--- src/rtl/hazard_match_pipe.sv ---
// hazard_match_pipe: E/M/W stage tracker for the hazard unit.
// Carries per-stage valid bit, register addresses and control bits, and
// produces combinational address-match flags used for forwarding and stalls.
// Optional build macro: R15_MATCH_MASK_EN -- when defined, any match whose
// compared source address is 4'hF (PC reads) is suppressed.
module hazard_match_pipe (
  input  logic       clk,
  input  logic       reset,
  input  logic [3:0] RA1D,
  input  logic [3:0] RA2D,
  input  logic [3:0] WA3D,
  input  logic       RegWriteD,
  input  logic       MemToRegD,
  input  logic       PCSrcD,
  input  logic       FlushE,
  output logic [3:0] RA1E,
  output logic [3:0] RA2E,
  output logic [3:0] WA3E,
  output logic [3:0] WA3M,
  output logic [3:0] WA3W,
  output logic       RegWriteM,
  output logic       RegWriteW,
  output logic       MemToRegE,
  output logic       PCSrcE,
  output logic       PCSrcM,
  output logic       PCSrcW,
  output logic       Match_1E_M,
  output logic       Match_1E_W,
  output logic       Match_2E_M,
  output logic       Match_2E_W,
  output logic       Match_12D_E
);

  // Execute stage
  logic       r_valid_e;
  logic [3:0] r_ra1_e;
  logic [3:0] r_ra2_e;
  logic [3:0] r_wa3_e;
  logic       r_regwrite_e;
  logic       r_memtoreg_e;
  logic       r_pcsrc_e;

  // Memory stage (only fields consumed downstream are kept)
  logic       r_valid_m;
  logic [3:0] r_wa3_m;
  logic       r_regwrite_m;
  logic       r_pcsrc_m;

  // Writeback stage
  logic       r_valid_w;
  logic [3:0] r_wa3_w;
  logic       r_regwrite_w;
  logic       r_pcsrc_w;

  // Source-address qualifiers for the optional PC-read mask
  logic w_ra1e_ok;
  logic w_ra2e_ok;
  logic w_ra1d_ok;
  logic w_ra2d_ok;

  // Execute stage load: reset clears, flush inserts an all-zero bubble
  always_ff @(posedge clk) begin
    if (reset) begin
      r_valid_e    <= 1'b0;
      r_ra1_e      <= 4'h0;
      r_ra2_e      <= 4'h0;
      r_wa3_e      <= 4'h0;
      r_regwrite_e <= 1'b0;
      r_memtoreg_e <= 1'b0;
      r_pcsrc_e    <= 1'b0;
    end else if (FlushE) begin
      r_valid_e    <= 1'b0;
      r_ra1_e      <= 4'h0;
      r_ra2_e      <= 4'h0;
      r_wa3_e      <= 4'h0;
      r_regwrite_e <= 1'b0;
      r_memtoreg_e <= 1'b0;
      r_pcsrc_e    <= 1'b0;
    end else begin
      r_valid_e    <= 1'b1;
      r_ra1_e      <= RA1D;
      r_ra2_e      <= RA2D;
      r_wa3_e      <= WA3D;
      r_regwrite_e <= RegWriteD;
      r_memtoreg_e <= MemToRegD;
      r_pcsrc_e    <= PCSrcD;
    end
  end

  // Memory stage: unconditional copy of Execute, never stalls
  always_ff @(posedge clk) begin
    if (reset) begin
      r_valid_m    <= 1'b0;
      r_wa3_m      <= 4'h0;
      r_regwrite_m <= 1'b0;
      r_pcsrc_m    <= 1'b0;
    end else begin
      r_valid_m    <= r_valid_e;
      r_wa3_m      <= r_wa3_e;
      r_regwrite_m <= r_valid_e & r_regwrite_e;
      r_pcsrc_m    <= r_valid_e & r_pcsrc_e;
    end
  end

  // Writeback stage: unconditional copy of Memory, never stalls
  always_ff @(posedge clk) begin
    if (reset) begin
      r_valid_w    <= 1'b0;
      r_wa3_w      <= 4'h0;
      r_regwrite_w <= 1'b0;
      r_pcsrc_w    <= 1'b0;
    end else begin
      r_valid_w    <= r_valid_m;
      r_wa3_w      <= r_wa3_m;
      r_regwrite_w <= r_valid_m & r_regwrite_m;
      r_pcsrc_w    <= r_valid_m & r_pcsrc_m;
    end
  end

  // PC-read qualifiers: address 4'hF is either masked or an ordinary register
  always_comb begin
`ifdef R15_MATCH_MASK_EN
    w_ra1e_ok = (r_ra1_e != 4'hF);
    w_ra2e_ok = (r_ra2_e != 4'hF);
    w_ra1d_ok = (RA1D != 4'hF);
    w_ra2d_ok = (RA2D != 4'hF);
`else
    w_ra1e_ok = 1'b1;
    w_ra2e_ok = 1'b1;
    w_ra1d_ok = 1'b1;
    w_ra2d_ok = 1'b1;
`endif
  end

  // Match flags: zero-latency compares of current stage registers and D inputs
  always_comb begin
    Match_1E_M  = r_valid_e & r_valid_m & w_ra1e_ok & (r_ra1_e == r_wa3_m);
    Match_2E_M  = r_valid_e & r_valid_m & w_ra2e_ok & (r_ra2_e == r_wa3_m);
    Match_1E_W  = r_valid_e & r_valid_w & w_ra1e_ok & (r_ra1_e == r_wa3_w);
    Match_2E_W  = r_valid_e & r_valid_w & w_ra2e_ok & (r_ra2_e == r_wa3_w);
    Match_12D_E = r_valid_e & ((w_ra1d_ok & (RA1D == r_wa3_e)) |
                               (w_ra2d_ok & (RA2D == r_wa3_e)));
  end

  // Registered outputs; control bits are qualified by their stage valid bit
  always_comb begin
    RA1E      = r_ra1_e;
    RA2E      = r_ra2_e;
    WA3E      = r_wa3_e;
    WA3M      = r_wa3_m;
    WA3W      = r_wa3_w;
    MemToRegE = r_valid_e & r_memtoreg_e;
    PCSrcE    = r_valid_e & r_pcsrc_e;
    RegWriteM = r_valid_m & r_regwrite_m;
    PCSrcM    = r_valid_m & r_pcsrc_m;
    RegWriteW = r_valid_w & r_regwrite_w;
    PCSrcW    = r_valid_w & r_pcsrc_w;
  end

endmodule

--- config.mk ---
export PLATFORM = sky130hd
export DESIGN_NAME = hazard_match_pipe
export DESIGN_NICKNAME = d
export VERILOG_FILES = /design/src/rtl/hazard_match_pipe.sv
export SDC_FILE = /design/constraint.sdc
export NUM_CORES = 1
export LEC_CHECK = 0
export ABC_CLOCK_PERIOD_IN_PS = 1100
export BUFFER_PORTS_ARGS = -buffer_cell sky130_fd_sc_hd__buf_2
export CAP_MARGIN = 30
export CORE_AREA = 2 2 66 68
export CTS_BUF_LIST = sky130_fd_sc_hd__clkbuf_4
export DETAILED_ROUTE_END_ITERATION = 16
export DIE_AREA = 0 0 68 70
export MAX_ROUTING_LAYER = met4
export PLACE_DENSITY_LB_ADDON = 0.1
export SYNTH_ARGS = -nofsm -noshare
export SYNTH_HDL_FRONTEND = slang
export SYNTH_SLANG_ARGS = --single-unit
--- constraint.sdc ---
create_clock -name clk -period 1.1 [get_ports clk]
set_clock_uncertainty 0.05 [all_clocks]
set_input_delay 0.11 -clock clk [delete_from_list [all_inputs] [get_ports clk]]
set_output_delay 0.11 -clock clk [all_outputs]
set_load 0.01 [all_outputs]
==> flow_summary.ini <==
[finish]
stdcell_count = 231
nets = 197
n_antenna_cell = 0
fillCellCount = 428
regArea_um2 = 638
multi_input_area_um2 = 583
final_layout_size_suffix_gt1_share_pct = 54.2
syn2layout_area_growth_pct = 60.3

[synth]
yosysUniqueCellTypes = 12
synth-main-ff-cell = dfxtp_1
post-synth-top-area-cell = dfxtp_1
synth_nets = 121
seq_area_frac_synth_pct = 51.8
ys_warn_count = 0
synth-seq-cells = 30
netlist_instances = 103
yosysMostFrequentCell = dfxtp_1
async_reset_ff_share_pct = 0
avgSynthCellArea_um2 = 11.2
synth.area.top_cells = dfxtp_1 52%, and2_1 13%, xnor2_1 9.1%
synth_common_cells = 30 x dfxtp_1, 25 x and2_1, 12 x xnor2_1, 12 x xor2_1, 8 x nor2b_1
yosysTopAreaCellShare_pct = 51.8
synth.cell_area_um2 = 1160
synth_edf_count = 0

[global_routing]
grt_max_degree = 17
antenna_found_initial = 0
grt_pass1_wl_mm = 4.02
grt_usage_pct = 11.9
grt-ovfl-total = 0
grt_pass1_vias = 888

[timing]
worstMarginPinSlew_ns = 0.288
period_share_pct = 131
finalSetupViolCount = 7
timing.hold.ws_ns = 0.0214
rsz0062_at_grt = true
fmaxAchievable_mhz = 695
setup_ws_ns = -0.339
hold_viol = 0
slew_headroom_pct = 80.8
tns_ns = -1.72
drv_slew = 0
period_needed_ns = 1.44

[clock_network]
cts_buffer_depth = 2
clockRootBuffer = clkbuf_4
worstSkewPairLatency_ns = 0.31
cts_sinks = 30
h-tree-depth = 2
clkTransAtPathRegs_ns = 0.09
cts_buffers = 5
post_cts_buffers = 0
cts_tree = built

[setup_path]
critPathMaxFanout = 4
slowest_stage = dfxtp_2
cpLargestDelayFamily = flip-flops
crit_path_start_kind = flop
cp_num_buf_inv = 1
crit_arrival_ns = 1.28
cpPeakStageDelay_ns = 0.35
path_class = flop to primary output
path_cells = xor2_1 > nor4_2 > buf_2
required_ns = 0.94
cp-end-kind = primary output

[power_and_ir_drop]
p_switching_uw = 490
ir_worst_vdd_v = 0.000509
pwr-share-seq_pct = 57.6
power_frac_comb_pct = 13.4
p_leak_uw = 0.000890
clockPowerShare_pct = 29.0
power_density_nw_per_um2 = 1080
p_sw_share_pct = 24.5
p_int_uw = 1510

[route]
via_count = 923
wl_per_cell_um = 10.9
drtAntennaViolNets = 0
remaining_drc_errors = 0
drt-initial-drc-count = 29
viasPerCell = 4.00
wirelength_mm = 2.53
drtPass1Iterations = 3

[floorplanning]
die_h_um = 70
die_w_um = 68
start_util_pct = 28.0
ios = 49
num_rows = 24
core_region_area_um2 = 4140
dieArea_um2 = 4760

[placement]
portBuffers = 48
gp_congestion = 0.717
dp.cells = 209
dpl.hpwl_mm = 1.92

[run]
maxCapViolCount = 0

[min_path]
worst_hold_path_type = input pin to flop

[status]
violations = setup timing
status = complete, but fails checks
[metrics by stage]
stage | setup slack, ns | instance area (µm²) | total power (µW) | utilization [%]
2_1_floorplan | 0.0457 | 1160 | 1280 | -
3_3_place_gp | 0.00351 | 1500 | 1380 | 36.2
3_5_place_dp | -0.0240 | 1500 | 1380 | 36.2
4_1_cts | -0.361 | 1830 | 2050 | 44.1
5_1_grt | -0.398 | 1860 | 2120 | 44.8
6_report | -0.339 | 1860 | 2000 | 44.8
[flip-flops by register name (all words and copies together), names as in the netlist]
signal / cells
RA1E: 4
RA2E: 4
WA3E: 4
WA3M: 4
WA3W: 4
r_memtoreg_e: 1
r_pcsrc_e: 1
r_pcsrc_m: 1
r_pcsrc_w: 1
r_regwrite_e: 1
r_regwrite_m: 1
r_regwrite_w: 1
r_valid_e: 1
r_valid_m: 1
r_valid_w: 1
[metal layers]
metal / part of all wire [%] / vias to the layer above / track usage (%)
li1: - / 480 / -
met1: 44 / 403 / 15.1
met2: 47 / 35 / 16.7
met3: 7.0 / 5 / 4.19
met4: 1.7 / 0 / 5.33
met5: 0 / - / -
[placed cells by master, fill, tap and decap left out]
cell type,count
buf_2,40
buf_4,2
dlygate4sd3_1,15
nor2_4,1
xnor2_2,6
nand4_1,2
xnor2_1,6
xor2_1,12
nor2b_2,2
nand3_1,4
a21boi_1,1
clkinv_2,2
and2_4,1
nor4_2,4
dfxtp_1,10
nor2b_1,8
and2_1,24
clkbuf_4,5
dfxtp_2,15
dfxtp_4,5
buf_6,14
[logic make-up after synthesis]
| kind of cell | Yosys count | share of synthesized area (%) |
|---|---|---|
| flops | 30 | 51.8 |
| buf+inv | 2 | 1.94 |
| xor+xnor | 24 | 18.1 |
| compound gates | 1 | 0.648 |
| simple gates | 46 | 27.4 |
[power groups by stage]
| stage | logic [µW] | registers, µW | clock network (µW) |
|---|---|---|---|
| CTS | 266 | 1160 | 622 |
| floorplan | 95.7 | 1190 | 0 |
| detailed placement | 197 | 1180 | 0 |
| global route | 293 | 1160 | 667 |
| global placement | 198 | 1180 | 0 |
| finish | 268 | 1150 | 582 |
[worst paths after layout]
kind / from / endpoint / slack [ns] / depth (start not counted)
worst max-delay path: WA3M[2]$_SDFF_PP0_ / Match_2E_M / -0.34 / 3
worst min-delay path: RA1D[2] / RA1E[2]$_SDFF_PP0_ / 0.02 / 2
worst max register to register: r_valid_e$_SDFF_PP0_ / r_pcsrc_m$_SDFF_PP0_ / 0.16 / 3
worst min register to register: r_regwrite_e$_SDFF_PP0_ / r_regwrite_m$_SDFF_PP0_ / 0.38 / 1
[cell type report]
cell class	instances	area share, %
clock inverter	2	0.539
clock buffer	5	2.02
multi-input combinational	71	31.4
tap	52	3.50
timing repair buffer	71	28.2
sequential	30	34.4
[repair_timing]
item | in CTS | in global routing
hold buffers | 15 | 0
endpoints found under the setup margin | 18 | 19
gates resized for setup | 38 | 8
pin swaps | 7 | 2
hold endpoints to repair | 15 | 0
(Power assumes the default switching activity.)
